--- config.mk ---
export PLATFORM = sky130hd
export DESIGN_NAME = get_cert_responder_flat
export DESIGN_NICKNAME = d
export VERILOG_FILES = /design/src/rtl/get_cert_responder_pkg.sv /design/src/rtl/get_cert_responder_if.sv /design/src/rtl/get_cert_responder_cert_chain_len.sv /design/src/rtl/get_cert_responder.sv /design/src/flat_wrapper.sv
export SDC_FILE = /design/constraint.sdc
export NUM_CORES = 1
export LEC_CHECK = 0
export BUFFER_PORTS_ARGS = -buffer_cell sky130_fd_sc_hd__buf_2
export CORE_MARGIN = 5
export CORE_UTILIZATION = 25
export CTS_CLUSTER_DIAMETER = 150
export DETAILED_ROUTE_END_ITERATION = 8
export PLACE_DENSITY = 0.51
export SLEW_MARGIN = 10
export SYNTH_ARGS = -nofsm -noshare
export SYNTH_HDL_FRONTEND = slang
export SYNTH_SLANG_ARGS = --single-unit
--- constraint.sdc ---
create_clock -name clk -period 10.1 [get_ports clk]
set_input_delay 2.02 -clock clk [delete_from_list [all_inputs] [get_ports clk]]
set_output_delay 2.02 -clock clk [all_outputs]
set_load 0.01 [all_outputs]
--- src/rtl/get_cert_responder_pkg.sv ---
// Shared header encodings, certificate-chain sizes, ROM slot bases, error codes and
// state type for the GET_CERTIFICATE responder.
`ifndef GET_CERT_RESPONDER_DEFINES
`define GET_CERT_RESPONDER_DEFINES
`define SIZE_OF_HEADER_VARS      4
`define SIZE_OF_HEADER_IN_BYTES  8
`define MSG_LEN                  64
`define HEADER_CERTIFICATE_SLOT0 32'h1082_0000
`define HEADER_CERTIFICATE_SLOT1 32'h1082_0100
`define HEADER_CERTIFICATE_SLOT2 32'h1082_0200
`define HEADER_CERTIFICATE_RESP  32'h1002_0000
`define HEADER_ERROR_RESP        32'h107F_0000
`define SLOT0_CERT0_LENGTH 120
`define SLOT0_CERT1_LENGTH 110
`define SLOT0_CERT2_LENGTH 100
`define SLOT0_CERT3_LENGTH 130
`define SLOT0_CERT4_LENGTH 90
`define SLOT0_CERT5_LENGTH 80
`define SLOT1_CERT0_LENGTH 50
`define SLOT1_CERT1_LENGTH 60
`define SLOT1_CERT2_LENGTH 40
`define SLOT1_CERT3_LENGTH 30
`define SLOT2_CERT0_LENGTH 20
`define SLOT2_CERT1_LENGTH 30
`define SLOT2_CERT2_LENGTH 25
`define SLOT2_CERT3_LENGTH 15
`define SLOT2_CERT4_LENGTH 10
`endif

package get_cert_responder_pkg;
  localparam int HDR_W = `SIZE_OF_HEADER_VARS * `SIZE_OF_HEADER_IN_BYTES;
  localparam int PAY_W = `MSG_LEN - HDR_W;

  localparam logic [HDR_W-1:0] HEADER_CERTIFICATE_RESP = `HEADER_CERTIFICATE_RESP;
  localparam logic [HDR_W-1:0] HEADER_ERROR_RESP       = `HEADER_ERROR_RESP;

  localparam int SLOT0_BASE = 0;
  localparam int SLOT1_BASE = 1024;
  localparam int SLOT2_BASE = 2048;

  localparam logic [7:0] ERR_NONE            = 8'h00;
  localparam logic [7:0] ERR_INVALID_REQUEST = 8'h01;
  localparam logic [7:0] ERR_INVALID_OFFSET  = 8'h02;

  typedef enum logic [2:0] {IDLE, DECODE, FETCH, WAIT, SEND, DONE} state_t;
  typedef enum logic [1:0] {SLOT_0, SLOT_1, SLOT_2, SLOT_NONE} slot_t;

  function automatic slot_t slot_of(input logic [HDR_W-1:0] hdr);
    if (hdr == `HEADER_CERTIFICATE_SLOT0) return SLOT_0;
    if (hdr == `HEADER_CERTIFICATE_SLOT1) return SLOT_1;
    if (hdr == `HEADER_CERTIFICATE_SLOT2) return SLOT_2;
    return SLOT_NONE;
  endfunction

  function automatic logic [16:0] min17(input logic [16:0] a, input logic [16:0] b);
    return (a < b) ? a : b;
  endfunction
endpackage

--- src/rtl/get_cert_responder_if.sv ---
// Request, ROM and transmit signals of the GET_CERTIFICATE responder.
interface get_cert_responder_if
  import get_cert_responder_pkg::*;
#(
  parameter int ROM_AW = 12
);
  logic              Enable;
  logic [HDR_W-1:0]  header;
  logic [PAY_W-1:0]  payload;
  logic [ROM_AW-1:0] rom_addr;
  logic [7:0]        rom_data;
  logic [7:0]        tx_data;
  logic              tx_valid;
  logic              tx_ready;
  logic              tx_last;
  logic [HDR_W-1:0]  resp_header;
  logic [15:0]       portion_len;
  logic [15:0]       remainder_len;
  logic [7:0]        error_code;
  logic              Ack_out;
  logic              busy;

  modport master (
    output Enable, header, payload, rom_data, tx_ready,
    input  rom_addr, tx_data, tx_valid, tx_last, resp_header,
           portion_len, remainder_len, error_code, Ack_out, busy
  );

  modport slave (
    input  Enable, header, payload, rom_data, tx_ready,
    output rom_addr, tx_data, tx_valid, tx_last, resp_header,
           portion_len, remainder_len, error_code, Ack_out, busy
  );
endinterface

--- src/rtl/get_cert_responder_cert_chain_len.sv ---
// Combinational lookup of certificate-chain length and ROM base address per slot.
module cert_chain_len
  import get_cert_responder_pkg::*;
#(
  parameter int ROM_AW = 12
) (
  input  slot_t             slot,
  output logic [16:0]       chain_len,
  output logic [ROM_AW-1:0] base
);
  localparam logic [16:0] CHAIN0 = 17'(`SLOT0_CERT0_LENGTH + `SLOT0_CERT1_LENGTH +
    `SLOT0_CERT2_LENGTH + `SLOT0_CERT3_LENGTH + `SLOT0_CERT4_LENGTH + `SLOT0_CERT5_LENGTH);
  localparam logic [16:0] CHAIN1 = 17'(`SLOT1_CERT0_LENGTH + `SLOT1_CERT1_LENGTH +
    `SLOT1_CERT2_LENGTH + `SLOT1_CERT3_LENGTH);
  localparam logic [16:0] CHAIN2 = 17'(`SLOT2_CERT0_LENGTH + `SLOT2_CERT1_LENGTH +
    `SLOT2_CERT2_LENGTH + `SLOT2_CERT3_LENGTH + `SLOT2_CERT4_LENGTH);

  always_comb begin
    chain_len = '0;
    base      = '0;
    case (slot)
      SLOT_0: begin chain_len = CHAIN0; base = ROM_AW'(SLOT0_BASE); end
      SLOT_1: begin chain_len = CHAIN1; base = ROM_AW'(SLOT1_BASE); end
      SLOT_2: begin chain_len = CHAIN2; base = ROM_AW'(SLOT2_BASE); end
      default: ;
    endcase
  end
endmodule

--- src/rtl/get_cert_responder.sv ---
// GET_CERTIFICATE responder: validates slot/offset, streams a chain portion from ROM.
// Optional per-request size cap: GET_CERT_RESP_CHUNK_LIMIT_EN (limit MAX_CHUNK).
module get_cert_responder
  import get_cert_responder_pkg::*;
#(
  parameter int MAX_CHUNK = 256,
  parameter int ROM_AW    = 12
) (
  input logic                 clk,
  input logic                 reset,
  get_cert_responder_if.slave bus
);
`ifdef GET_CERT_RESP_CHUNK_LIMIT_EN
  localparam logic [16:0] CHUNK_CAP = 17'(MAX_CHUNK);
`else
  // All ones can never bind against a 16-bit length, so MAX_CHUNK has no effect.
  localparam logic [16:0] CHUNK_CAP = 17'h1_FFFF | 17'(MAX_CHUNK);
`endif

  state_t            state, state_nx;
  logic [HDR_W-1:0]  header_q;
  logic [15:0]       offset_q, length_q, count;
  slot_t             slot;
  logic [16:0]       chain_len, avail, portion;
  logic [ROM_AW-1:0] base, rom_addr_q;
  logic [7:0]        error_nx, error_q, tx_data_q;
  logic [HDR_W-1:0]  resp_header_q;
  logic [15:0]       portion_q, remainder_q;
  logic              last;

  assign slot = slot_of(header_q);

  cert_chain_len #(.ROM_AW(ROM_AW)) u_chain_len (
    .slot      (slot),
    .chain_len (chain_len),
    .base      (base)
  );

  // avail wraps when the offset is out of range; it is only used once that case is excluded.
  always_comb begin
    avail   = chain_len - {1'b0, offset_q};
    portion = min17(min17({1'b0, length_q}, avail), CHUNK_CAP);
  end

  assign last = (state == SEND) && (count == portion_q - 16'd1);

  always_comb begin
    state_nx = state;
    error_nx = ERR_NONE;
    case (state)
      IDLE:   if (bus.Enable) state_nx = DECODE;
      DECODE: begin
        if (slot == SLOT_NONE) begin
          error_nx = ERR_INVALID_REQUEST;
          state_nx = DONE;
        end else if ({1'b0, offset_q} >= chain_len) begin
          error_nx = ERR_INVALID_OFFSET;
          state_nx = DONE;
        end else if (portion == '0) begin
          state_nx = DONE;
        end else begin
          state_nx = FETCH;
        end
      end
      FETCH:   state_nx = WAIT;
      WAIT:    state_nx = SEND;
      SEND:    if (bus.tx_ready) state_nx = last ? DONE : FETCH;
      DONE:    state_nx = IDLE;
      default: state_nx = IDLE;
    endcase
  end

  always_ff @(posedge clk) begin
    if (state == IDLE && bus.Enable) begin
      header_q <= bus.header;
      offset_q <= bus.payload[PAY_W-1 -: 16];
      length_q <= bus.payload[PAY_W-17 -: 16];
    end
  end

  always_ff @(posedge clk) begin
    if (!reset) begin
      state         <= IDLE;
      count         <= '0;
      rom_addr_q    <= '0;
      tx_data_q     <= '0;
      resp_header_q <= '0;
      portion_q     <= '0;
      remainder_q   <= '0;
      error_q       <= ERR_NONE;
    end else begin
      state <= state_nx;
      case (state)
        DECODE: begin
          error_q    <= error_nx;
          count      <= '0;
          rom_addr_q <= ROM_AW'(32'(base) + 32'(offset_q));
          if (error_nx != ERR_NONE) begin
            resp_header_q <= HEADER_ERROR_RESP;
            portion_q     <= '0;
            remainder_q   <= '0;
          end else begin
            resp_header_q <= HEADER_CERTIFICATE_RESP;
            portion_q     <= portion[15:0];
            remainder_q   <= 16'(avail - portion);
          end
        end
        WAIT: tx_data_q <= bus.rom_data;
        SEND: if (bus.tx_ready) begin
          count      <= count + 16'd1;
          rom_addr_q <= rom_addr_q + ROM_AW'(1);
        end
        default: ;
      endcase
    end
  end

  assign bus.rom_addr      = rom_addr_q;
  assign bus.tx_data       = tx_data_q;
  assign bus.tx_valid      = (state == SEND);
  assign bus.tx_last       = last;
  assign bus.resp_header   = resp_header_q;
  assign bus.portion_len   = portion_q;
  assign bus.remainder_len = remainder_q;
  assign bus.error_code    = error_q;
  assign bus.Ack_out       = (state == DONE);
  assign bus.busy          = (state != IDLE);
endmodule

--- src/flat_wrapper.sv ---
// flat-port wrapper written by rule: the top's interface ports become plain ports
module get_cert_responder_flat import get_cert_responder_pkg::*;
#(
  parameter int MAX_CHUNK = 256,
  parameter int ROM_AW    = 12
)
  (clk, reset, bus_Enable, bus_header, bus_payload, bus_rom_data, bus_tx_ready, bus_rom_addr, bus_tx_data, bus_tx_valid, bus_tx_last, bus_resp_header, bus_portion_len, bus_remainder_len, bus_error_code, bus_Ack_out, bus_busy);
  get_cert_responder_if #(.ROM_AW(ROM_AW)) bus_i ();
  input logic clk;
  input logic reset;
  input wire logic [$bits(bus_i.Enable)-1:0] bus_Enable;
  input wire logic [$bits(bus_i.header)-1:0] bus_header;
  input wire logic [$bits(bus_i.payload)-1:0] bus_payload;
  input wire logic [$bits(bus_i.rom_data)-1:0] bus_rom_data;
  input wire logic [$bits(bus_i.tx_ready)-1:0] bus_tx_ready;
  output wire logic [$bits(bus_i.rom_addr)-1:0] bus_rom_addr;
  output wire logic [$bits(bus_i.tx_data)-1:0] bus_tx_data;
  output wire logic [$bits(bus_i.tx_valid)-1:0] bus_tx_valid;
  output wire logic [$bits(bus_i.tx_last)-1:0] bus_tx_last;
  output wire logic [$bits(bus_i.resp_header)-1:0] bus_resp_header;
  output wire logic [$bits(bus_i.portion_len)-1:0] bus_portion_len;
  output wire logic [$bits(bus_i.remainder_len)-1:0] bus_remainder_len;
  output wire logic [$bits(bus_i.error_code)-1:0] bus_error_code;
  output wire logic [$bits(bus_i.Ack_out)-1:0] bus_Ack_out;
  output wire logic [$bits(bus_i.busy)-1:0] bus_busy;
  assign bus_i.Enable = bus_Enable;
  assign bus_i.header = bus_header;
  assign bus_i.payload = bus_payload;
  assign bus_i.rom_data = bus_rom_data;
  assign bus_i.tx_ready = bus_tx_ready;
  assign bus_rom_addr = bus_i.rom_addr;
  assign bus_tx_data = bus_i.tx_data;
  assign bus_tx_valid = bus_i.tx_valid;
  assign bus_tx_last = bus_i.tx_last;
  assign bus_resp_header = bus_i.resp_header;
  assign bus_portion_len = bus_i.portion_len;
  assign bus_remainder_len = bus_i.remainder_len;
  assign bus_error_code = bus_i.error_code;
  assign bus_Ack_out = bus_i.Ack_out;
  assign bus_busy = bus_i.busy;
  get_cert_responder #(.MAX_CHUNK(MAX_CHUNK), .ROM_AW(ROM_AW)) u_core (.clk(clk), .reset(reset), .bus(bus_i));
endmodule
---- Word-level counts from Yosys, hierarchy flattened ----
Index checks and enable logic that the tools add are counted.
storage, ports and cells
  register bits after elaboration ......... 175
  bits in latches ......................... 0
  RAM bits ................................ 0
  ROM bits ................................ 0
  output and inout bits ................... 96
  memories ................................ 0
cells by class
  $add $sub $neg .......................... 6
  multipliers ............................. 0
  div/mod/pow operators ................... 0
  magnitude comparators ................... 3
  equal/unequal tests ..................... 14
  shift operators ......................... 0
  muxes and demuxes ....................... 33
  bitwise logic cells ..................... 0
  reductions and logical operators ........ 10
operators by type and width
  operator                                                              number
  32-bit by 29-bit == test with 1-bit output, second input constant     3
  16-bit two-way mux                                                    3
  12-bit case mux with 2 select lines                                   2
  17-bit two-way mux                                                    2
  16-bit case mux with 2 select lines                                   1
  10-bit case mux with 3 select lines                                   1
  23-bit two-way mux                                                    1
  3-bit two-way mux                                                     6
  17-bit logical NOT                                                    1
  16-bit by 17-bit less-than comparator with 1-bit output               1
  17-bit less-than comparator, second input constant                    1
  10-bit by 16-bit subtractor with 17-bit output                        1
  16-bit by 1-bit adder with 16-bit output, second input constant       1
  16-bit == test                                                        1
  16-bit by 10-bit greater-or-equal comparator with 1-bit output        1
  8-bit two-way mux                                                     2
  16-bit by 1-bit subtractor with 16-bit output, second input constant  1
  16-bit subtractor                                                     1
  3-bit case mux with 5 select lines                                    1
  2-bit two-way mux                                                     7
  12-bit by 1-bit adder with 12-bit output, second input constant       1
  12-bit adder                                                          1
  12-bit two-way mux                                                    1
  8-bit nonzero test                                                    1
  other kinds (13)                                                      24

---- Longest topological paths before layout ----
Gate-level depths: netlist of the first run.
  word-level depth ........................ 20
  mapped depth ............................ 33
  gate-level depth less buffers ........... 32

---- Modules after synthesis ----
A second synthesis of the first run with hierarchy kept.
unflattened totals
  cells, all modules ...................... 961
  area, all modules ....................... 8675.8 um^2
by module, submodules not included
  module              instances  cells an instance  area each (um^2)  seq. area each (um^2)
  get_cert_responder  1          931                8471.9            3423.3
  cert_chain_len      1          30                 203.9             0.0

---- Worst setup path before layout of the first run ----
OpenSTA, ideal clock, no wires.
  path type ............................... register to register
  start ................................... register u_core.header_q[7]
  end ..................................... register u_core.remainder_q[14], in the netlist u_core.bus.remainder_len[14]
  library setup time ...................... 0.128 ns
  arrival ................................. 6.747 ns
  slack ................................... 3.225 ns
  stages on the path, launching flop included .. 32
  period minus slack after synthesis ...... 6.875 ns
  path through ............................ edfxtp_1 nor4b_1 nand4_1 a2111oi_0 ha_1 nand3b_1 o21ai_0 o31ai_1 o21ai_0 nand2b_1 nor4_1 xnor2_1 inv_1 ha_1 nand3_1 nand2_1 nor4_1 a2111oi_0 nand3_1 clkbuf_1 o21ai_0 ha_1 inv_1 fa_1 a21oi_1 o211ai_1 o41ai_1 o211a_1 a21oi_1 a21oi_1 xor2_1 o21ai_0
on the way
  longest elaborated chain between the ends .. 16
  elaborated cells on any way between the ends .. 31
RTL lines
  what                                                     line                                     text
  from (decl)                                              get_cert_responder.sv:21                 logic [HDR_W-1:0] header_q;
  from (signal assigned)                                   get_cert_responder.sv:75                 header_q <= bus.header;
  32-bit by 29-bit == test with 1-bit output (no line)     --
  1-bit two-way mux (2 in series)                          get_cert_responder_pkg.sv:51             if (hdr == `HEADER_CERTIFICATE_SLOT2) return SLOT_2;
  1-bit two-way mux                                        get_cert_responder_pkg.sv:50             if (hdr == `HEADER_CERTIFICATE_SLOT1) return SLOT_1;
  2-bit two-way mux                                        get_cert_responder_pkg.sv:52             return SLOT_NONE;
  2-bit two-way mux                                        get_cert_responder_pkg.sv:51
  2-bit two-way mux (*)                                    get_cert_responder_pkg.sv:50
  2-bit == test (tied with other cells)                    get_cert_responder_cert_chain_len.sv:21  case (slot)
  10-bit case mux with 3 select lines                      get_cert_responder_cert_chain_len.sv:21
  10-bit by 16-bit subtractor with 17-bit output           get_cert_responder.sv:41                 avail = chain_len - {1'b0, offset_q};
  16-bit by 17-bit less-than comparator with 1-bit output  get_cert_responder_pkg.sv:56             return (a < b) ? a : b;
  17-bit two-way mux                                       get_cert_responder_pkg.sv:56
  17-bit less-than comparator                              get_cert_responder_pkg.sv:56
  17-bit two-way mux                                       get_cert_responder_pkg.sv:56
  16-bit subtractor                                        get_cert_responder.sv:105                remainder_q <= 16'(avail - portion);
  16-bit two-way mux (*)                                   get_cert_responder.sv:98                 if (error_nx != ERR_NONE) begin
  to (signal assigned)                                     get_cert_responder.sv:105
  to (decl)                                                get_cert_responder.sv:28                 logic [15:0] portion_q, remainder_q;
Mark *: on every way between the ends. The rest lies on a longest branch, timed or not. The select of a mux whose other input is x is not followed.
A chain may end at the register's enable or synchronous reset.

---- Final worst setup path of the first run ----
Same ends and word-level chain as after synthesis.

==> summary.md, run 1 <==
| Metric | Value |
|---|---|
| Sum of overflow across all layers after global routing | `0` |
| Warnings, synthesis | `0` |
| Cell depth of the worst flop-to-flop path | `32` |
| Fraction of registers with async set/reset | `0%` |
| Area delta synth->final | `20.22%` |
| Antenna viol nets, final | `0` |
| Total core area | `0.03035 mm2` |
| Via count of the first global-routing pass | `6082` |
| Leakage component of the power | `0.003813 uW` |
| Hold Path Sink | `u_core.bus.remainder_len[15]$_SDFFE_PN0P_` |
| Final worst clock skew | `13.11 ps` |
| Result of the run | `finished clean` |
| Post-synthesis instance total | `826` |
| Maximum fanout count along the critical path | `30` |
| # rows | `64` |
| TritonCTS Buffers | `17` |
| Area fraction in compound gates after synthesis | `14.99%` |
| Xor and xnor area share after synthesis | `6.608%` |
| Number of nets in the layout | `1079` |
| Wire length of the first global-routing pass | `33.38 mm` |
| Cells taking the most area after synthesis | `edfxtp_1, dfxtp_1, ha_1, nand2_1, a21oi_1` |
| Number of antenna diodes | `0` |
| Largest stage delay, worst path | `560 ps` |
| Routing layer with the top usage in global route | `met2` |
| Post-route insts no fill | `1368` |
| Signal arrival time at the worst endpoint | `8320 ps` |
| Power density of the placed cells | `163.8 mW/mm2` |
| Clock Tree Buf Depth | `2` |
| Post-DR vias/cell | `4.568` |
| Total of hold buffers inserted after clock tree synthesis | `0` |
| Primary FF master, synth | `dfxtp_1` |
| Adder and majority gate portion of the synthesized area | `7.411%` |
| Master cell of the clock root buffer | `clkbuf_16` |
| Met3 GRT Util | `3.414%` |
| Setup total negative slack | `0 ps` |
| Share of synthesized area spent on multiplexers | `0.4099%` |
| Cell area after synthesis | `0.007631 mm2` |
| Cell type with the largest total area after synthesis | `edfxtp_1` |
| Fraction of final layout cells sized beyond drive strength 1 | `19.55%` |
| Fill cells | `3216` |
| Critical Setup Path Class | `reg -> reg` |
| Placed Instances | `1336` |
| Die area | `0.03412 mm2` |
| Die width | `184.7 um` |
| Sink Count | `139` |
| Number of synthesized flops with an enable pin | `64` |
| Reg-to-reg setup timing slack | `2050 ps` |
| Iter 0 DRT Violations | `250` |
| TritonCTS clock tree | `yes` |
| R2R Path End | `u_core.bus.remainder_len[14]$_SDFFE_PN0P_` |
| Met2 global-route usage | `21.12%` |
| Average cell area after synthesis | `9.239 um2` |
| Antenna violations before repair | `1` |
| Vertical die dimension | `184.7 um` |
| CP max-delay cell | `a2111oi_0` |
| #FFs+latches synth | `139` |
| I/O pin count | `172` |
| Final setup viols | `0` |
| Placer Congestion | `0.8624` |
| CTS clock-pin slew for the worst setup and hold paths | `60 ps` |
| Worst vdd rail ir drop | `0.09643 mV` |
| Startpoint type of the worst setup path | `register` |
| Total GRT Usage | `12.43%` |
| Hold Path Cell Cnt | `2` |
| Total iterations of the first detailed-routing run | `4` |
| Number of remaining DRC errors | `0` |
| Vias | `6249` |
| Worst slew margin relative to its limit | `36.71%` |
| Transition time of the tightest slew-check pin | `949.3 ps` |
| Post-CTS setup buffer count | `0` |
| Start of the worst register-to-register path | `u_core.header_q[7]$_DFFE_PP_` |
| Met1 track utilization from global routing | `15.82%` |
| Worst-skew pair later-pin latency | `420 ps` |
| Pins over their slew limit | `0` |
| Final routed wirelength across all metal layers | `21.36 mm` |
| # resized after CTS | `0` |
| Element type at the critical path end | `register` |
| Period Utilization, post-route | `79.68%` |
| Post-synthesis cell type count | `61` |
| Depth of the CTS H-tree | `4` |
| Initial cell density of the core | `25.14%` |
| Class of the worst hold path | `reg -> reg` |
| Quantity of I/O buffers inserted on ports | `141` |
| Setup repair after global routing missed its margin | `no` |
| Required time at the endpoint of the critical path | `10370 ps` |
| Final count of hold timing violations | `0` |
| Min Clock Period, post-route | `8048 ps` |
| Maximum operating frequency | `0.1243 GHz` |
| Portion of the post-synthesis area used by sequential elements | `44.86%` |
| Number of violations of the max-capacitance limit | `0` |
| Dpl hpwl | `16.80 mm` |
| Synth top area share | `25.18%` |
| Simple-Gate Fraction of Synth Area | `19.22%` |
| Start point of the worst min-delay path | `u_core.bus.remainder_len[15]$_SDFFE_PN0P_` |
| Largest net degree at the start of global routing | `65` |
| Largest family of logic cells by synthesized area | `simple AND/OR/NAND/NOR gates` |
| Wirelength per Cell | `15.61 um` |
flip-flops by register name, summed over array words and instances, names as in the netlist:
signal                    flops
u_core.offset_q              16
u_core.length_q              16
u_core.header_q              32
u_core.bus.error_code         2
u_core.bus.portion_len       16
u_core.bus.tx_data            8
u_core.bus.rom_addr          12
u_core.state                  3
u_core.bus.resp_header        2
u_core.bus.remainder_len     16
u_core.count                 16
Yosys cell counts (4+ instances only):
master,count
nand3_1,30
or3_1,9
a21o_1,6
nand4_1,10
o21ai_0,60
and3_1,7
a31oi_1,8
buf_4,36
dfxtp_1,75
or2_2,7
o31ai_1,6
a211oi_1,6
a32o_1,4
xor2_1,29
ha_1,42
edfxtp_1,64
inv_1,33
nand2_1,85
nand3b_1,6
clkbuf_1,24
a21oi_1,63
nor4_1,19
and2_1,5
xnor2_1,26
or4_1,4
nor2b_1,7
nand2b_1,12
nor3_1,17
a311oi_1,4
nor2_1,71
stage by stage:
step,utilization (%),area (um2),hold WS [ps],power (uW),setup slack [ps]
2_1_floorplan,-,7740,476.1,852.4,3225
3_3_place_gp,28.41,8623,434.5,926.9,2319
3_5_place_dp,28.41,8623,437.0,928.7,1978
4_1_cts,30.23,9174,452.0,1522,1957
5_1_grt,30.23,9174,473.2,1585,1036
6_report,30.23,9174,444.1,1503,2052
cells by family (layout without fill, tap and decap cells):
kind of cell / after synthesis / in the layout
XOR/XNOR: 56 / 56
AND/OR/NAND/NOR: 299 / 299
buffers and inverters: 95 / 212
AO/OA/AOI/OAI: 189 / 189
flip-flops: 139 / 139
adder cells (fa/ha/maj): 44 / 44
other: 1 / 30
multiplexers: 3 / 3
routing by layer:
layer  wire length (um)  vias to the layer above
met3               1131                       15
li1                   -                     3181
met5                  7                        -
met2              10220                      154
met4                194                        2
met1               9800                     2897
cell usage in the layout (no fill, tap or decap), types with 5 or more instances in the layout:
cell / Yosys / layout
clkbuf_16: 0 / 17
a211oi_1: 6 / 6
nand3b_1: 6 / 6
ha_1: 42 / 42
nor2b_1: 7 / 7
edfxtp_1: 64 / 64
buf_2: 1 / 141
a21o_1: 6 / 6
or2_2: 7 / 7
inv_1: 33 / 33
nand2b_1: 12 / 12
o21ai_0: 60 / 60
and3_1: 7 / 7
or3_1: 9 / 9
nor4_1: 19 / 19
nand3_1: 30 / 30
xnor2_1: 26 / 26
nand4_1: 10 / 10
o31ai_1: 6 / 6
and2_1: 5 / 5
a21oi_1: 63 / 63
nand2_1: 85 / 85
nor3_1: 17 / 17
buf_4: 36 / 5
dfxtp_1: 75 / 75
a31oi_1: 8 / 8
nor2_1: 71 / 69
xor2_1: 29 / 29
conb_1: 1 / 30
worst max-delay path, delay by kind of cell, from the launching register on:
| kind | cells | cell delay, ps |
|---|---|---|
| buffers and inverters | 3 | 390 |
| DFF | 1 | 360 |
| adders and majority gates | 4 | 1180 |
| xor gates and xnor gates | 2 | 370 |
| AOI/OAI and AO/OA | 13 | 3370 |
| and+or+nand+nor | 10 | 2240 |
power breakdown:
group	internal, uW	switching, uW	leakage (uW)
clock network	338	252	0.000268
registers	632	32.4	0.00121
logic	96.4	153	0.00233
total	1070	437	0.00381
cell type report:
cell class / count / area, um2 / share of cell area, %
sequential: 139 / 3423 / 37.32
inverter: 34 / 127.6 / 1.391
timing repair buffer: 146 / 743.2 / 8.101
clock buffer: 17 / 425.4 / 4.637
tap: 396 / 495.5 / 5.401
clock inverter: 15 / 125.1 / 1.364
multi-input combinational: 621 / 3834 / 41.79
how the worst max path moves through the flow:
| stage | depth (start not counted) | slack, ps | endpoint | start |
|---|---|---|---|---|
| 4_1_cts | 32 | 1960 | u_core.bus.remainder_len[14]$_SDFFE_PN0P_ | u_core.header_q[7]$_DFFE_PP_ |
| 6_report | 32 | 2050 | u_core.bus.remainder_len[14]$_SDFFE_PN0P_ | u_core.header_q[7]$_DFFE_PP_ |
| 3_3_place_gp | 32 | 2320 | u_core.bus.remainder_len[14]$_SDFFE_PN0P_ | u_core.header_q[7]$_DFFE_PP_ |
| 5_1_grt | 32 | 1040 | u_core.bus.remainder_len[12]$_SDFFE_PN0P_ | u_core.header_q[13]$_DFFE_PP_ |
| 2_1_floorplan | 31 | 3220 | u_core.bus.remainder_len[14]$_SDFFE_PN0P_ | u_core.header_q[7]$_DFFE_PP_ |
| 3_5_place_dp | 32 | 1980 | u_core.bus.remainder_len[14]$_SDFFE_PN0P_ | u_core.header_q[7]$_DFFE_PP_ |
Power figures use the tool's default switching activity.
==> run 2, diff against run 1 <==
PLACE_DENSITY = 0.53   (was 0.51)
clock period = 6.45 ns   (was 10.1 ns; I/O delays follow)
==> summary.md, run 2 (synthesized netlist as in run 1, its figures left out) <==
| Metric | Value |
|---|---|
| Sink Count | `139` |
| Largest stage delay, worst path | `360 ps` |
| Fill cells | `3128` |
| Met1 track utilization from global routing | `16.95%` |
| Initial cell density of the core | `25.14%` |
| Vertical die dimension | `184.7 um` |
| Critical Setup Path Class | `reg -> reg` |
| Total core area | `0.03035 mm2` |
| Startpoint type of the worst setup path | `register` |
| Number of violations of the max-capacitance limit | `0` |
| Smallest setup slack after layout | `104.4 ps` |
| Worst-skew pair later-pin latency | `430 ps` |
| Maximum fanout count along the critical path | `3` |
| Power density of the placed cells | `244.8 mW/mm2` |
| Final setup viols | `0` |
| Post-route insts no fill | `1484` |
| Area delta synth->final | `38.42%` |
| I/O pin count | `172` |
| Sum of overflow across all layers after global routing | `0` |
| Class of the worst hold path | `reg -> reg` |
| Clock Tree Buf Depth | `2` |
| Placed Instances | `1424` |
| Number of nets in the layout | `1195` |
| Worst vdd rail ir drop | `0.1234 mV` |
| Setup repair after global routing missed its margin | `yes` |
| Most flops, register | `u_core.header_q` |
| Final routed wirelength across all metal layers | `22.52 mm` |
| Min Clock Period, post-route | `6346 ps` |
| Element type at the critical path end | `register` |
| Die area | `0.03412 mm2` |
| Fraction of final layout cells sized beyond drive strength 1 | `33.55%` |
| Pins over their slew limit | `0` |
| Master cell of the clock root buffer | `clkbuf_16` |
| Wire length of the first global-routing pass | `34.76 mm` |
| Core Util, Final | `34.80%` |
| Transition time of the tightest slew-check pin | `926.3 ps` |
| Antenna violations before repair | `0` |
| Number of remaining DRC errors | `0` |
| Total GRT Usage | `12.84%` |
| Total of hold buffers inserted after clock tree synthesis | `0` |
| Largest register FFs | `32` |
| Met3 GRT Util | `2.842%` |
| Power Total | `2586 uW` |
| Wirelength per Cell | `15.17 um` |
| Via count of the first global-routing pass | `6457` |
| TritonCTS clock tree | `yes` |
| Worst slew margin relative to its limit | `38.25%` |
| Depth of the CTS H-tree | `4` |
| Die width | `184.7 um` |
| Routing layer with the top usage in global route | `met2` |
| TritonCTS Buffers | `17` |
| Number of antenna diodes | `0` |
| Met2 global-route usage | `21.61%` |
| Period Utilization, post-route | `98.38%` |
| Post-DR vias/cell | `4.534` |
| Iter 0 DRT Violations | `281` |
| Dpl hpwl | `17.16 mm` |
| Signal arrival time at the worst endpoint | `6620 ps` |
| Result of the run | `finished clean` |
| Antenna viol nets, final | `0` |
| Quantity of I/O buffers inserted on ports | `141` |
| Most used cells in the layout excluding fill and tap cells | `buf_2, buf_4, nand2_1` |
| CTS clock-pin slew for the worst setup and hold paths | `60 ps` |
| Worst slack after detailed placement | `-762.4 ps` |
| Maximum operating frequency | `0.1576 GHz` |
| Leakage component of the power | `0.004484 uW` |
| Final count of hold timing violations | `0` |
| # rows | `64` |
| Setup total negative slack | `0 ps` |
| Placer Congestion | `0.8578` |
| Most common library cell in the layout ignoring fill and taps | `buf_2` |
| CP max-delay cell | `edfxtp_1` |
| Final worst clock skew | `16.23 ps` |
| Vias | `6728` |
| Required time at the endpoint of the critical path | `6730 ps` |
| Largest net degree at the start of global routing | `65` |
| Total iterations of the first detailed-routing run | `4` |
run 2: what timing repair did:
| action | in CTS | in global routing |
|---|---|---|
| gates cloned | 0 | 0 |
| resized for setup | 55 | 31 |
| pin swaps | 34 | 34 |
| setup endpoints to repair | 11 | 11 |
| setup buffers | 20 | 8 |
run 2: path summary, 6_finish.rpt:
kind / startpoint / end / slack (ps) / cells after the start
max: u_core.header_q[24]$_DFFE_PP_ / u_core.bus.remainder_len[14]$_SDFFE_PN0P_ / 100 / 32
min: u_core.bus.remainder_len[12]$_SDFFE_PN0P_ / u_core.bus.remainder_len[12]$_SDFFE_PN0P_ / 450 / 2
max reg2reg: u_core.header_q[24]$_DFFE_PP_ / u_core.bus.remainder_len[14]$_SDFFE_PN0P_ / 100 / 32
min reg2reg: u_core.bus.remainder_len[12]$_SDFFE_PN0P_ / u_core.bus.remainder_len[12]$_SDFFE_PN0P_ / 450 / 2
run 2: power by group:
group          internal, uW  leakage (uW)  switching [uW]  total (uW)
Sequential              989       0.00121            57.4        1050
Combinational           249       0.00297             282         531
Clock                   627      0.000298             381        1010
run 2: layout make-up:
type                    count  area, um2  area share (%)
clock buffers              23      500.5           4.738
repair buffers            262       1633           15.46
multi-input cells         621       4273           40.45
flip-flops and latches    139       3423           32.41
clock inverters             9      110.1           1.042
well taps                 396      495.5           4.691
inverters                  34      127.6           1.208
run 2: metal layers:
layer,vias to the layer above,share of wire [%]
met3,17,4.6
met4,0,1.0
li1,3427,-
met1,3122,47
met5,-,0
met2,162,48
run 2: stage by stage:
stage | cell area, um2 | hold slack [ps]
global route | 10560 | 470.5
finish | 10560 | 449.3
detailed placement | 9308 | 438.5
global placement | 9308 | 436.1
CTS | 10360 | 453.1
floorplan | 7764 | 476.1
run 2: worst max-delay path: cells and delay by family (launching register included):
| family | cells | cell delay [ps] |
|---|---|---|
| flops | 1 | 360 |
| buf+inv | 5 | 720 |
| fa+ha+maj | 4 | 980 |
| compound gates | 13 | 2410 |
| simple gates | 8 | 1330 |
| xor+xnor | 2 | 400 |
==> run 3, diff against run 2 <==
GPL_ROUTABILITY_DRIVEN = 0   (was not set)
clock period = 5.5 ns   (was 6.45 ns; I/O delays follow)
==> summary.md, run 3 (synthesized netlist as in run 1, its figures left out) <==
| Metric | Value |
|---|---|
| Period Utilization, post-route | `113.7%` |
| Total iterations of the first detailed-routing run | `5` |
| TritonCTS clock tree | `yes` |
| Result of the run | `complete, but fails checks` |
| Worst slack after detailed placement | `-911.4 ps` |
| Total GRT Usage | `12.87%` |
| Iter 0 DRT Violations | `314` |
| Vertical die dimension | `184.7 um` |
| Via count of the first global-routing pass | `6405` |
| Required time at the endpoint of the critical path | `5780 ps` |
| Signal arrival time at the worst endpoint | `6530 ps` |
| Worst-skew pair later-pin latency | `420 ps` |
| Smallest setup slack after layout | `-754.4 ps` |
| Number of remaining DRC errors | `0` |
| Most used cells in the layout excluding fill and tap cells | `buf_2, buf_4, nand2_1` |
| Worst vdd rail ir drop | `0.1653 mV` |
| Startpoint type of the worst setup path | `register` |
| Post-DR vias/cell | `4.528` |
| Master cell of the clock root buffer | `clkbuf_16` |
| Multi-input gate area | `0.004234 mm2` |
| Sum of overflow across all layers after global routing | `0` |
| Failing checks | `negative setup slack` |
| Area delta synth->final | `36.86%` |
| Final setup viols | `12` |
| Leakage component of the power | `0.004427 uW` |
| Final worst clock skew | `11.03 ps` |
| Most common library cell in the layout ignoring fill and taps | `buf_2` |
| Total of hold buffers inserted after clock tree synthesis | `0` |
| Quantity of I/O buffers inserted on ports | `141` |
| CTS clock-pin slew for the worst setup and hold paths | `60 ps` |
| Worst slew margin relative to its limit | `38.10%` |
| CP max-delay cell | `edfxtp_1` |
| Final routed wirelength across all metal layers | `22.40 mm` |
| Number of nets in the layout | `1187` |
| Antenna viol nets, final | `0` |
| Most flops, register | `u_core.header_q` |
| Transition time of the tightest slew-check pin | `921.4 ps` |
| Initial cell density of the core | `25.14%` |
| Sink Count | `139` |
| Maximum operating frequency | `0.1599 GHz` |
| Core Util, Final | `34.41%` |
| Wirelength per Cell | `15.17 um` |
| Largest stage delay, worst path | `360 ps` |
| Depth of the CTS H-tree | `4` |
| TritonCTS Buffers | `17` |
| Antenna violations before repair | `3` |
| Die area | `0.03412 mm2` |
| Fill cells | `3129` |
| Dpl hpwl | `17.30 mm` |
| Pins over their slew limit | `0` |
| Vias | `6683` |
| Power density of the placed cells | `287.2 mW/mm2` |
| Final count of hold timing violations | `0` |
| Fraction of final layout cells sized beyond drive strength 1 | `32.69%` |
| Largest net degree at the start of global routing | `65` |
| Cell repeated most along the worst path | `buf_4` |
| Setup repair after global routing missed its margin | `yes` |
| Number of violations of the max-capacitance limit | `0` |
| Register area | `0.003423 mm2` |
| Die width | `184.7 um` |
| # rows | `64` |
| Number of antenna diodes | `0` |
| I/O pin count | `172` |
| Clock Tree Buf Depth | `2` |
| Critical Setup Path Class | `reg -> reg` |
| Element type at the critical path end | `register` |
| Maximum fanout count along the critical path | `4` |
| Largest register FFs | `32` |
| Min Clock Period, post-route | `6254 ps` |
| Wire length of the first global-routing pass | `34.66 mm` |
| Class of the worst hold path | `reg -> reg` |
| Total core area | `0.03035 mm2` |
-- run 3: changes by cell type in the layout (fill, tap and decap cells not counted), sizes merged --
cell	previous run	this run
buf	262	254
clkbuf	23	21
clkinv	6	9
inv	34	33
-- run 3: worst max-delay path: cells and delay by family (launching register included) --
kind | cells | cell delay, ps
and+or+nand+nor | 7 | 980
adders and majority gates | 4 | 1030
DFF | 1 | 360
buffers and inverters | 5 | 720
xor gates and xnor gates | 2 | 380
AOI/OAI and AO/OA | 14 | 2650
-- run 3: layout make-up --
| cell class | instances | share of cell area, % |
|---|---|---|
| multi-input cells | 621 | 40.54 |
| flip-flops and latches | 139 | 32.78 |
| repair buffers | 254 | 15.06 |
| well taps | 396 | 4.744 |
| clock buffers | 21 | 4.517 |
| inverters | 34 | 1.222 |
| clock inverters | 11 | 1.138 |
-- run 3: final timing paths --
kind	endpoint	depth (start not counted)	slack, ps	start
max reg2reg	u_core.bus.remainder_len[14]$_SDFFE_PN0P_	32	-750	u_core.header_q[13]$_DFFE_PP_
min reg2reg	u_core.bus.remainder_len[10]$_SDFFE_PN0P_	2	450	u_core.bus.remainder_len[10]$_SDFFE_PN0P_
max	u_core.bus.remainder_len[14]$_SDFFE_PN0P_	32	-750	u_core.header_q[13]$_DFFE_PP_
min	u_core.bus.remainder_len[10]$_SDFFE_PN0P_	2	450	u_core.bus.remainder_len[10]$_SDFFE_PN0P_
-- run 3: power breakdown --
group | internal (uW) | switching [uW] | total, uW
Combinational | 286 | 330 | 616
Sequential | 1160 | 63.6 | 1220
Clock | 705 | 454 | 1160
Total | 2150 | 848 | 3000
-- run 3: per-layer routing --
layer	vias up	part of all wire, %	global-route usage (%)
li1	3406	-	-
met1	3069	46	16.91
met2	178	48	21.31
met3	24	5.4	3.020
met4	6	0.99	3.553
met5	-	0.14	0
-- run 3: per-stage QoR --
| stage | instance area (um2) | TNS (ps) | power [uW] | instances | hold WS, ps |
|---|---|---|---|---|---|
| 3_3_place_gp | 9439 | -6106 | 1806 | 1425 | 435.3 |
| 2_1_floorplan | 7908 | -1658 | 1582 | 855 | 473.4 |
| 5_1_grt | 10440 | -11770 | 3153 | 1476 | 479.8 |
| 3_5_place_dp | 9439 | -7776 | 1811 | 1425 | 445.1 |
| 4_1_cts | 10220 | -6358 | 3010 | 1468 | 453.9 |
| 6_report | 10440 | -5691 | 2999 | 1476 | 448.6 |
-- run 3: repair_timing --
item / CTS / global route
pin swaps: 7 / 15
setup buffers: 11 / 8
resized for setup: 23 / 27
endpoints found under the setup margin: 13 / 24
